File: config.mk
export PLATFORM = sky130hd
export DESIGN_NAME = dm_arbiter_flat
export DESIGN_NICKNAME = d
export VERILOG_FILES = /design/src/rtl/dm_arb_pkg.sv /design/src/rtl/dm_arbiter_if.sv /design/src/rtl/dm_arb_mux.sv /design/src/rtl/dm_arbiter.sv /design/src/flat_wrapper.sv
export SDC_FILE = /design/constraint.sdc
export NUM_CORES = 1
export LEC_CHECK = 0
export CAP_MARGIN = 20
export CORE_AREA = 5 5 117 119
export DETAILED_ROUTE_END_ITERATION = 6
export DIE_AREA = 0 0 122 124
export GPL_TIMING_DRIVEN = 0
export PLACE_DENSITY = 0.66
export SLEW_MARGIN = 25
export SYNTH_ARGS = -nofsm -noshare
export SYNTH_HDL_FRONTEND = slang
export SYNTH_SLANG_ARGS = --single-unit
File: constraint.sdc
create_clock -name clk -period 2.9 [get_ports clk]
set_clock_uncertainty 0.2 [all_clocks]
set_input_delay 0.29 -clock clk [delete_from_list [all_inputs] [get_ports clk]]
set_output_delay 0.29 -clock clk [all_outputs]
set_load 0.05 [all_outputs]
File: src/rtl/dm_arb_pkg.sv
// Shared types for the data-memory arbiter: ownership state and the DMType word code
// (the same code is used by the dm block).
package dm_arb_pkg;

  typedef enum logic {
    CPU_OWN = 1'b0,
    DBG_OWN = 1'b1
  } dm_arb_state_e;

  localparam logic [2:0] DM_WORD = 3'b000;

endpackage

File: src/rtl/dm_arbiter_if.sv
// Bundle of the CPU MEM-stage port, debug/loader port and dm port around dm_arbiter.
// The slave modport is the arbiter's view; master is the surrounding SoC/board logic.
interface dm_arbiter_if #(
  parameter int unsigned LEN_W = 4
);
  logic             cpu_re;
  logic             cpu_we;
  logic [31:0]      cpu_addr;
  logic [31:0]      cpu_wdata;
  logic [2:0]       cpu_dmtype;
  logic [31:0]      cpu_rdata;
  logic             cpu_stall;

  logic             dbg_req;
  logic             dbg_we;
  logic [LEN_W-1:0] dbg_len;
  logic [31:0]      dbg_addr;
  logic [31:0]      dbg_wdata;
  logic             dbg_gnt;
  logic             dbg_rvalid;
  logic [31:0]      dbg_rdata;
  logic             dbg_done;

  logic             dm_we;
  logic [31:0]      dm_addr;
  logic [31:0]      dm_din;
  logic [2:0]       dm_dmtype;
  logic [31:0]      dm_dout;

  modport slave (
    input  cpu_re, cpu_we, cpu_addr, cpu_wdata, cpu_dmtype,
    input  dbg_req, dbg_we, dbg_len, dbg_addr, dbg_wdata,
    input  dm_dout,
    output cpu_rdata, cpu_stall,
    output dbg_gnt, dbg_rvalid, dbg_rdata, dbg_done,
    output dm_we, dm_addr, dm_din, dm_dmtype
  );

  modport master (
    output cpu_re, cpu_we, cpu_addr, cpu_wdata, cpu_dmtype,
    output dbg_req, dbg_we, dbg_len, dbg_addr, dbg_wdata,
    output dm_dout,
    input  cpu_rdata, cpu_stall,
    input  dbg_gnt, dbg_rvalid, dbg_rdata, dbg_done,
    input  dm_we, dm_addr, dm_din, dm_dmtype
  );

endinterface

File: src/rtl/dm_arb_mux.sv
// Combinational 2:1 selection of the dm access between the CPU and the debug port.
module dm_arb_mux
  import dm_arb_pkg::*;
(
  input  dm_arb_state_e sel_i,
  input  logic          cpu_we_i,
  input  logic [31:0]   cpu_addr_i,
  input  logic [31:0]   cpu_wdata_i,
  input  logic [2:0]    cpu_dmtype_i,
  input  logic          dbg_we_i,
  input  logic [31:0]   dbg_addr_i,
  input  logic [31:0]   dbg_wdata_i,
  output logic          dm_we_o,
  output logic [31:0]   dm_addr_o,
  output logic [31:0]   dm_din_o,
  output logic [2:0]    dm_dmtype_o
);

  always_comb begin
    dm_we_o     = cpu_we_i;
    dm_addr_o   = cpu_addr_i;
    dm_din_o    = cpu_wdata_i;
    dm_dmtype_o = cpu_dmtype_i;
    if (sel_i == DBG_OWN) begin
      dm_we_o     = dbg_we_i;
      dm_addr_o   = dbg_addr_i;
      dm_din_o    = dbg_wdata_i;
      dm_dmtype_o = DM_WORD;
    end
  end

endmodule

File: src/rtl/dm_arbiter.sv
// Data-memory arbiter: CPU owns dm by default, the debug port takes it for bounded bursts.
// Define DM_ARB_FAIRNESS_EN to force a starved debug request in after MAX_WAIT cycles.
module dm_arbiter
  import dm_arb_pkg::*;
#(
  parameter int unsigned MAX_WAIT = 8,
  parameter int unsigned LEN_W    = 4
) (
  input logic          clk,
  input logic          rst,
  dm_arbiter_if.slave  bus
);

  dm_arb_state_e    state_q, state_d, owner;
  logic [LEN_W-1:0] beat_q, beat_d;
  logic             rvalid_q, rvalid_d;
  logic             done_q, done_d;
  logic [31:0]      rdata_q, rdata_d;
  logic             gnt, stall, cpu_busy, starve;

  assign cpu_busy = bus.cpu_re | bus.cpu_we;

`ifdef DM_ARB_FAIRNESS_EN
  localparam int unsigned WAIT_W = $clog2(MAX_WAIT + 1);
  logic [WAIT_W-1:0] wait_q, wait_d;
  assign starve = (wait_q == WAIT_W'(MAX_WAIT - 1));
`else
  assign starve = 1'b0;
`endif

  // During reset the outputs must look like CPU_OWN even if a burst was in flight.
  assign owner = rst ? CPU_OWN : state_q;

  always_comb begin
    state_d  = state_q;
    beat_d   = beat_q;
    rvalid_d = 1'b0;
    done_d   = 1'b0;
    rdata_d  = rdata_q;
    gnt      = 1'b0;
    stall    = 1'b0;
`ifdef DM_ARB_FAIRNESS_EN
    wait_d   = wait_q;
`endif
    case (owner)
      CPU_OWN: begin
        if (bus.dbg_req && (!cpu_busy || starve)) begin
          state_d = DBG_OWN;
          beat_d  = bus.dbg_len;
`ifdef DM_ARB_FAIRNESS_EN
          wait_d  = '0;
        end else if (bus.dbg_req) begin
          wait_d  = wait_q + 1'b1;
        end else begin
          wait_d  = '0;
`endif
        end
      end
      DBG_OWN: begin
        gnt   = bus.dbg_req;
        stall = cpu_busy;
        if (!bus.dbg_req) begin
          state_d = CPU_OWN;
        end else begin
          if (!bus.dbg_we) begin
            rvalid_d = 1'b1;
            rdata_d  = bus.dm_dout;
          end
          if (beat_q == '0) begin
            state_d = CPU_OWN;
            done_d  = 1'b1;
          end else begin
            beat_d = beat_q - 1'b1;
          end
        end
      end
      default: state_d = CPU_OWN;
    endcase
  end

  always_ff @(posedge clk) begin
    if (rst) begin
      state_q  <= CPU_OWN;
      beat_q   <= '0;
      rvalid_q <= 1'b0;
      done_q   <= 1'b0;
      rdata_q  <= '0;
`ifdef DM_ARB_FAIRNESS_EN
      wait_q   <= '0;
`endif
    end else begin
      state_q  <= state_d;
      beat_q   <= beat_d;
      rvalid_q <= rvalid_d;
      done_q   <= done_d;
      rdata_q  <= rdata_d;
`ifdef DM_ARB_FAIRNESS_EN
      wait_q   <= wait_d;
`endif
    end
  end

  dm_arb_mux u_mux (
    .sel_i        (owner),
    .cpu_we_i     (bus.cpu_we),
    .cpu_addr_i   (bus.cpu_addr),
    .cpu_wdata_i  (bus.cpu_wdata),
    .cpu_dmtype_i (bus.cpu_dmtype),
    .dbg_we_i     (bus.dbg_we & bus.dbg_req),
    .dbg_addr_i   (bus.dbg_addr),
    .dbg_wdata_i  (bus.dbg_wdata),
    .dm_we_o      (bus.dm_we),
    .dm_addr_o    (bus.dm_addr),
    .dm_din_o     (bus.dm_din),
    .dm_dmtype_o  (bus.dm_dmtype)
  );

  assign bus.cpu_rdata  = bus.dm_dout;
  assign bus.cpu_stall  = stall;
  assign bus.dbg_gnt    = gnt;
  assign bus.dbg_rvalid = rvalid_q;
  assign bus.dbg_rdata  = rdata_q;
  assign bus.dbg_done   = done_q;

endmodule

File: src/flat_wrapper.sv
// flat-port wrapper written by rule: the top's interface ports become plain ports
module dm_arbiter_flat import dm_arb_pkg::*;
#(
  parameter int unsigned MAX_WAIT = 8,
  parameter int unsigned LEN_W    = 4
)
  (clk, rst, bus_cpu_re, bus_cpu_we, bus_cpu_addr, bus_cpu_wdata, bus_cpu_dmtype, bus_dbg_req, bus_dbg_we, bus_dbg_len, bus_dbg_addr, bus_dbg_wdata, bus_dm_dout, bus_cpu_rdata, bus_cpu_stall, bus_dbg_gnt, bus_dbg_rvalid, bus_dbg_rdata, bus_dbg_done, bus_dm_we, bus_dm_addr, bus_dm_din, bus_dm_dmtype);
  dm_arbiter_if #(.LEN_W(LEN_W)) bus_i ();
  input logic clk;
  input logic rst;
  input wire logic [$bits(bus_i.cpu_re)-1:0] bus_cpu_re;
  input wire logic [$bits(bus_i.cpu_we)-1:0] bus_cpu_we;
  input wire logic [$bits(bus_i.cpu_addr)-1:0] bus_cpu_addr;
  input wire logic [$bits(bus_i.cpu_wdata)-1:0] bus_cpu_wdata;
  input wire logic [$bits(bus_i.cpu_dmtype)-1:0] bus_cpu_dmtype;
  input wire logic [$bits(bus_i.dbg_req)-1:0] bus_dbg_req;
  input wire logic [$bits(bus_i.dbg_we)-1:0] bus_dbg_we;
  input wire logic [$bits(bus_i.dbg_len)-1:0] bus_dbg_len;
  input wire logic [$bits(bus_i.dbg_addr)-1:0] bus_dbg_addr;
  input wire logic [$bits(bus_i.dbg_wdata)-1:0] bus_dbg_wdata;
  input wire logic [$bits(bus_i.dm_dout)-1:0] bus_dm_dout;
  output wire logic [$bits(bus_i.cpu_rdata)-1:0] bus_cpu_rdata;
  output wire logic [$bits(bus_i.cpu_stall)-1:0] bus_cpu_stall;
  output wire logic [$bits(bus_i.dbg_gnt)-1:0] bus_dbg_gnt;
  output wire logic [$bits(bus_i.dbg_rvalid)-1:0] bus_dbg_rvalid;
  output wire logic [$bits(bus_i.dbg_rdata)-1:0] bus_dbg_rdata;
  output wire logic [$bits(bus_i.dbg_done)-1:0] bus_dbg_done;
  output wire logic [$bits(bus_i.dm_we)-1:0] bus_dm_we;
  output wire logic [$bits(bus_i.dm_addr)-1:0] bus_dm_addr;
  output wire logic [$bits(bus_i.dm_din)-1:0] bus_dm_din;
  output wire logic [$bits(bus_i.dm_dmtype)-1:0] bus_dm_dmtype;
  assign bus_i.cpu_re = bus_cpu_re;
  assign bus_i.cpu_we = bus_cpu_we;
  assign bus_i.cpu_addr = bus_cpu_addr;
  assign bus_i.cpu_wdata = bus_cpu_wdata;
  assign bus_i.cpu_dmtype = bus_cpu_dmtype;
  assign bus_i.dbg_req = bus_dbg_req;
  assign bus_i.dbg_we = bus_dbg_we;
  assign bus_i.dbg_len = bus_dbg_len;
  assign bus_i.dbg_addr = bus_dbg_addr;
  assign bus_i.dbg_wdata = bus_dbg_wdata;
  assign bus_i.dm_dout = bus_dm_dout;
  assign bus_cpu_rdata = bus_i.cpu_rdata;
  assign bus_cpu_stall = bus_i.cpu_stall;
  assign bus_dbg_gnt = bus_i.dbg_gnt;
  assign bus_dbg_rvalid = bus_i.dbg_rvalid;
  assign bus_dbg_rdata = bus_i.dbg_rdata;
  assign bus_dbg_done = bus_i.dbg_done;
  assign bus_dm_we = bus_i.dm_we;
  assign bus_dm_addr = bus_i.dm_addr;
  assign bus_dm_din = bus_i.dm_din;
  assign bus_dm_dmtype = bus_i.dm_dmtype;
  dm_arbiter #(.MAX_WAIT(MAX_WAIT), .LEN_W(LEN_W)) u_core (.clk(clk), .rst(rst), .bus(bus_i));
endmodule
Word level (Yosys, flattened, before mapping)
Cells that the tools add are included.
{"block": "totals", "ff_bits": 39, "input_bits": 173, "out_inout_bits": 136, "elab_cells": 39}
{"block": "op_classes", "addsub": 1, "eq_ne": 4, "n_mux": 17, "bitwise": 5, "reduce_logical": 7}
{"op": "32-bit 2-to-1 mux", "n": 2}
{"op": "4-bit 2-to-1 mux", "n": 3}
{"op": "1-bit 2-to-1 mux", "n": 9}
{"op": "4-bit one-hot mux with 2 select lines", "n": 1}
{"op": "3-bit AND reduction", "n": 2}
{"op": "4-bit zero test", "n": 1}
{"op": "2-bit != test, second input constant", "n": 2}
{"op": "4-bit by 1-bit subtractor with 4-bit output, second input constant", "n": 1}
{"op": "3-bit 2-to-1 mux", "n": 1}
{"op": "3-bit != test, second input constant", "n": 1}
{"op": "1-bit inverter", "n": 3}
{"op": "3-bit OR reduction", "n": 1}
{"op": "2-bit by 1-bit != test with 1-bit output, second input constant", "n": 1}
{"op": "1-bit one-hot mux with 2 select lines", "n": 1}
{"op": "2-bit AND reduction", "n": 1}
{"op": "1-bit AND", "n": 1}
{"op": "1-bit logical AND", "n": 1}
{"op": "1-bit zero test", "n": 1}
{"op": "1-bit OR", "n": 1}

Logic depth before layout (Yosys ltp)
{"block": "logic_depth", "word_depth": 5, "depth_mapped": 7, "ltp_nobuf": 6}

Cells and area by module
Synthesis repeated with hierarchy kept, for this count alone.
{"block": "unflattened", "hier_cells": 291, "hier_area_um2": 2608.8}
{"module": "dm_arbiter", "n_inst": 1, "cells_each": 215, "area_each_um2": 1729.2, "seq_area_each_um2": 780.7}
{"module": "dm_arb_mux", "n_inst": 1, "cells_each": 76, "area_each_um2": 879.6, "seq_area_each_um2": 0.0}

Least setup slack after synthesis
OpenSTA, ideal clock, no wires.
{"block": "synth_path", "path_kind": "reg2out", "start": "reg u_core.state_q", "end": "out bus_cpu_stall", "arrival_time_ps": 1470, "required_ps": 2410, "setup_slack_ps": 940, "stages_incl_launch_ff": 5, "n_path_buf": 2, "path_cell_list": "dfxtp_1 nand2b_1 buf_2 clkbuf_1 nor2_1"}
{"block": "synth_between", "elab_chain_len": 2}
{"item": "from (decl)", "line": "dm_arbiter.sv:14", "text": "dm_arb_state_e state_q, state_d, owner;"}
{"item": "from (signal assigned)", "line": "dm_arbiter.sv:92", "text": "state_q <= state_d;"}
{"item": "1-bit 2-to-1 mux", "line": "dm_arbiter.sv:32", "text": "assign owner = rst ? CPU_OWN : state_q;"}
{"item": "1-bit 2-to-1 mux", "line": "dm_arbiter.sv:45", "text": "case (owner)"}
{"item": "to (decl)", "line": "flat_wrapper.sv:23", "text": "output wire logic [$bits(bus_i.cpu_stall)-1:0] bus_cpu_stall;"}
No other way between the ends.

Worst setup path in the final report
{"block": "layout_path", "start": "in rst", "end": "out bus_dm_addr[24]"}
{"block": "layout_between", "elab_chain_len": 2}
{"item": "from (decl)", "line": "flat_wrapper.sv:10", "text": "input logic rst;"}
{"item": "1-bit 2-to-1 mux", "line": "dm_arbiter.sv:32"}
{"item": "32-bit 2-to-1 mux", "line": "dm_arb_mux.sv:24", "text": "if (sel_i == DBG_OWN) begin"}
{"item": "to (decl)", "line": "flat_wrapper.sv:29", "text": "output wire logic [$bits(bus_i.dm_addr)-1:0] bus_dm_addr;"}
No other way between the ends.

==> results.md <==
- Sequential elements use 29.79% of the synthesized area.
- The first global-routing pass estimated 21560 µm of wire.
- The top cell type by total area after synthesis is sky130_fd_sc_hd__nand2_1.
- The die height is 124 µm.
- The post-route minimum period is 2.772 ns.
- The synthesized netlist net count is 603.
- The final worst-path cycle share is 95.59%.
- The number of buffers added on ports is 308.
- Entering global routing, the biggest net connects 14 pins.
- The clock tree from TritonCTS is yes.
- The placement row count is 41.
- The arrival time of data at the critical path endpoint is 2.28 ns.
- Relative to the synthesized area, the layout overhead comes to 130.4%.
- The critical setup path kind is input port to output port.
- After clock tree synthesis, the clock-pin slew on the worst setup and hold paths is 0.06 ns.
- In this run the critical register-to-register path is launched from u_core.state_q.
- The total of max-cap violations is 0.
- The maximum vdd ir drop is 0.3146 mV.
- The synthesized netlist devotes 0.3341% of its cell area to XOR and XNOR gates.
- The register-to-register setup slack is 1.02 ns.
- The congestion estimate from routability-driven global placement came to 0.8973.
- The later pin in the worst-skew pair is clocked with a latency of 0.29 ns.
- For this design, the CTS-stage hold fixing added 0 buffers.
- For this run, the detailed router's first-pass iteration total came to 4.
- Of the total synthesized cell area, the portion taken by full adders, half adders and majority gates is 0.4773%.
- The share of post-route cells with drive strength above 1 is 9.396%.
- After detailed routing, the number of vias per cell comes to 4.178.
- The run finished with clean final reports.
- STA classifies the critical path startpoint as an input port.
- Cells fill 48.45% of the core in the end.
- The worst hold path begins at u_core.beat_q[1].
- Summing the areas of all compound-gate instances in the mapped netlist gives 9.212% of the synthesized area.
- After synthesis, the share of cell area in mux cells is 0%.
- The overflow left after global routing is 0.
- The maximum clock frequency is 0.3607 GHz.
- The net switching power is 0.0007256 W.
- The startpoint of the worst setup timing path is rst.
- The total half-perimeter wirelength after legalization and detailed placement is 12850 µm.
- The summed instance area of the synthesized netlist is 2621 µm².
- In this run, synthesis produced a sequential element count of 39.
- The endpoint kind of the worst setup timing path is an output port.
- The warning count from the yosys run is 0.
- The tightest hold path in the finished design has a slack of 0.2725 ns.
- Leaving out fill and tap cells, the most frequent cell in the layout is sky130_fd_sc_hd__clkdlybuf4s50_1.
- The floorplan step set the die width to 122 µm.
- The standard cell core area is 12470 µm².
- The sum of negative setup slack is 0 ns.
- The routed wire length is 15210 µm.
- The area share of the leading cell type in the synthesized netlist is 32.51%.
- The max-slew headroom at the worst pin is 61.94%.
- Of the total power, registers draw 27.5%.
- The cell count after synthesis came out at 429.
- After synthesis, the largest family of logic cells by area is simple AND/OR/NAND/NOR gates.
- The average cell area after synthesis is 6.110 µm².
- The initial cell density of the core is 21.03%.
- At the pin with the least slew margin, the transition time is 0.5732 ns.
- The violation count after the first detailed-route iteration is 150.
- The top cell types in the final layout, fill and taps aside, are sky130_fd_sc_hd__clkdlybuf4s50_1 (239), sky130_fd_sc_hd__nand2_1 (227), sky130_fd_sc_hd__dlygate4sd2_1 (47).
- In this run the remaining antenna-violating nets after routing total 0.
- The number of buffers on the longest clock path is 2.
- The static leakage is 2.696 nW.
- The overall via count from detail_route is 3831.
- Global routing used 18.42% of the available tracks.
- The H-tree level count is 2.
- The endpoint of the most critical setup path is bus_dm_addr[24].
- In the final routed layout, each cell accounts on average for 16.58 µm.
- Net switching is 36.35% of the power.
- In this run the worst path has a maximum fanout of 10.
- The via count of the first global-routing pass came to 3936.
- 309 I/O pins were placed.
- After detailed routing, the number of remaining DRC violations is 0.
- The repair_antennas step left the layout with diodes totalling 0.
- The number of cells on the worst reg-to-reg path is 6.
- The share of total power dissipated in the clock network is 28.7%.
- The internal portion of the total power is 0.001270 W.
- Setup repair after global routing left no endpoint under its margin.
- In the post-synthesis netlist, the biggest area contributors are sky130_fd_sc_hd__nand2_1 (33%), sky130_fd_sc_hd__dfxtp_1 (30%), sky130_fd_sc_hd__buf_4 (10%).
- Setup violations remaining at the end of the flow were counted as 0.
- The worst register-to-register path ends at u_core.bus.dbg_rdata[19].
- Power spread over the standard cell area amounts to 330.5 nW/µm².
- The die covers 15130 µm².
- The min-delay analysis places its worst path in the category flip-flop to flip-flop.
- The number of hold-slack violations in the final timing report is 0.
- The initial antenna violation count came to 0.
- After Yosys synthesis, and, or, nand and nor cells account for 45.68% of the synthesized area.
- The number of max-slew violations in the final report is 0.
- The combinational group share of total power is 43.8%.
- In this run the clock root is driven by a sky130_fd_sc_hd__clkbuf_16.
- The number of clock buffers added by TritonCTS is 5.
- The clock sink total is 39.
- The final layout contains 918 nets.
- In this run the post-CTS setup repair buffer count came out at 0.
- At the worst endpoint, the required time is 2.41 ns.
- The number of different library cells used by synthesis comes to 28.
- After filler insertion, the fill cell instance count of the layout stands at 1283.
==> routing by layer <==
metal,vias to the layer above,GRT usage [%],part of all wire (%)
met3,11,8.583,12
met2,206,32.56,48
li1,1925,-,-
met5,-,0,0
met1,1689,20.48,38
met4,0,3.431,1.0
==> sequential cells by signal, indices dropped and copies added, names as in the netlist <==
| register | count |
|---|---|
| u_core.bus.dbg_rvalid | 1 |
| u_core.state_q | 1 |
| u_core.bus.dbg_rdata | 32 |
| u_core.beat_q | 4 |
| u_core.bus.dbg_done | 1 |
==> synthesized netlist by cell type (all sizes together) <==
cell and number:
a211o 1, a21o 1, a21oi 4, a222oi 1, and2 4, and2b 2
buf 47, clkbuf 12, dfxtp 39, ha 1, inv 2, nand2 227
nand2b 34, nand3 1, nand3b 1, nand4bb 1, nor2 6, nor3 4
nor3b 2, o21ai 36, o221ai 1, or3 1, xor2 1
==> worst max-delay path: stages <==
cell	delay, ns
sky130_fd_sc_hd__clkdlybuf4s50_1	0.44
sky130_fd_sc_hd__and2b_1	0.22
sky130_fd_sc_hd__buf_6	0.14
sky130_fd_sc_hd__buf_2	0.22
sky130_fd_sc_hd__buf_2	0.25
sky130_fd_sc_hd__nand2_1	0.12
sky130_fd_sc_hd__nand2_1	0.10
sky130_fd_sc_hd__clkdlybuf4s15_1	0.50
==> through the flow <==
step | area (µm²) | std cells | power [W] | setup WS [ns]
global placement | 5919 | 909 | 0.001473 | -0.4413
detailed placement | 5919 | 909 | 0.001475 | -0.4536
finish | 6040 | 917 | 0.001996 | 0.1279
global route | 6040 | 917 | 0.002076 | 0.002089
floorplan | 2621 | 429 | 0.001016 | 0.9399
CTS | 6020 | 917 | 0.002023 | 0.007329
==> power groups by stage <==
stage | combinational, W | clock, W | sequential, W
6_report | 0.000874 | 0.000573 | 0.000548
5_1_grt | 0.000918 | 0.000609 | 0.000549
3_3_place_gp | 0.000914 | 0 | 0.000560
3_5_place_dp | 0.000915 | 0 | 0.000560
2_1_floorplan | 0.000442 | 0 | 0.000574
4_1_cts | 0.000883 | 0.000592 | 0.000548
==> cell type report <==
type / count / area [µm²] / share of cell area (%)
clock inverter: 2 / 13.76 / 0.2279
buffer: 59 / 376.6 / 6.236
tap: 172 / 215.2 / 3.563
timing repair buffer: 308 / 3047 / 50.45
clock buffer: 6 / 138.9 / 2.300
sequential: 39 / 780.7 / 12.93
multi-input combinational: 329 / 1460 / 24.18
inverter: 2 / 7.507 / 0.1243
==> repair_timing <==
action | 4_1_cts | 5_1_grt
hold endpoints to repair | 0 | 0
endpoints found under the setup margin | 63 | 23
gates resized for setup | 84 | 16
==> cells by family (layout without fill, tap and decap cells) <==
group | after synthesis | in the layout
simple gates | 283 | 283
xor+xnor | 1 | 1
buf+inv | 61 | 377
fa+ha+maj | 1 | 1
flops | 39 | 39
compound gates | 44 | 44
==> worst min path at each step <==
stage / to / cells after the start
2_1_floorplan: u_core.bus.dbg_rdata[0] / 2
3_3_place_gp: u_core.bus.dbg_rdata[25] / 2
3_5_place_dp: u_core.bus.dbg_rdata[25] / 2
4_1_cts: u_core.bus.dbg_rdata[25] / 2
5_1_grt: u_core.bus.dbg_rdata[25] / 2
6_report: u_core.beat_q[1] / 2
Power figures use the tool's default switching activity.
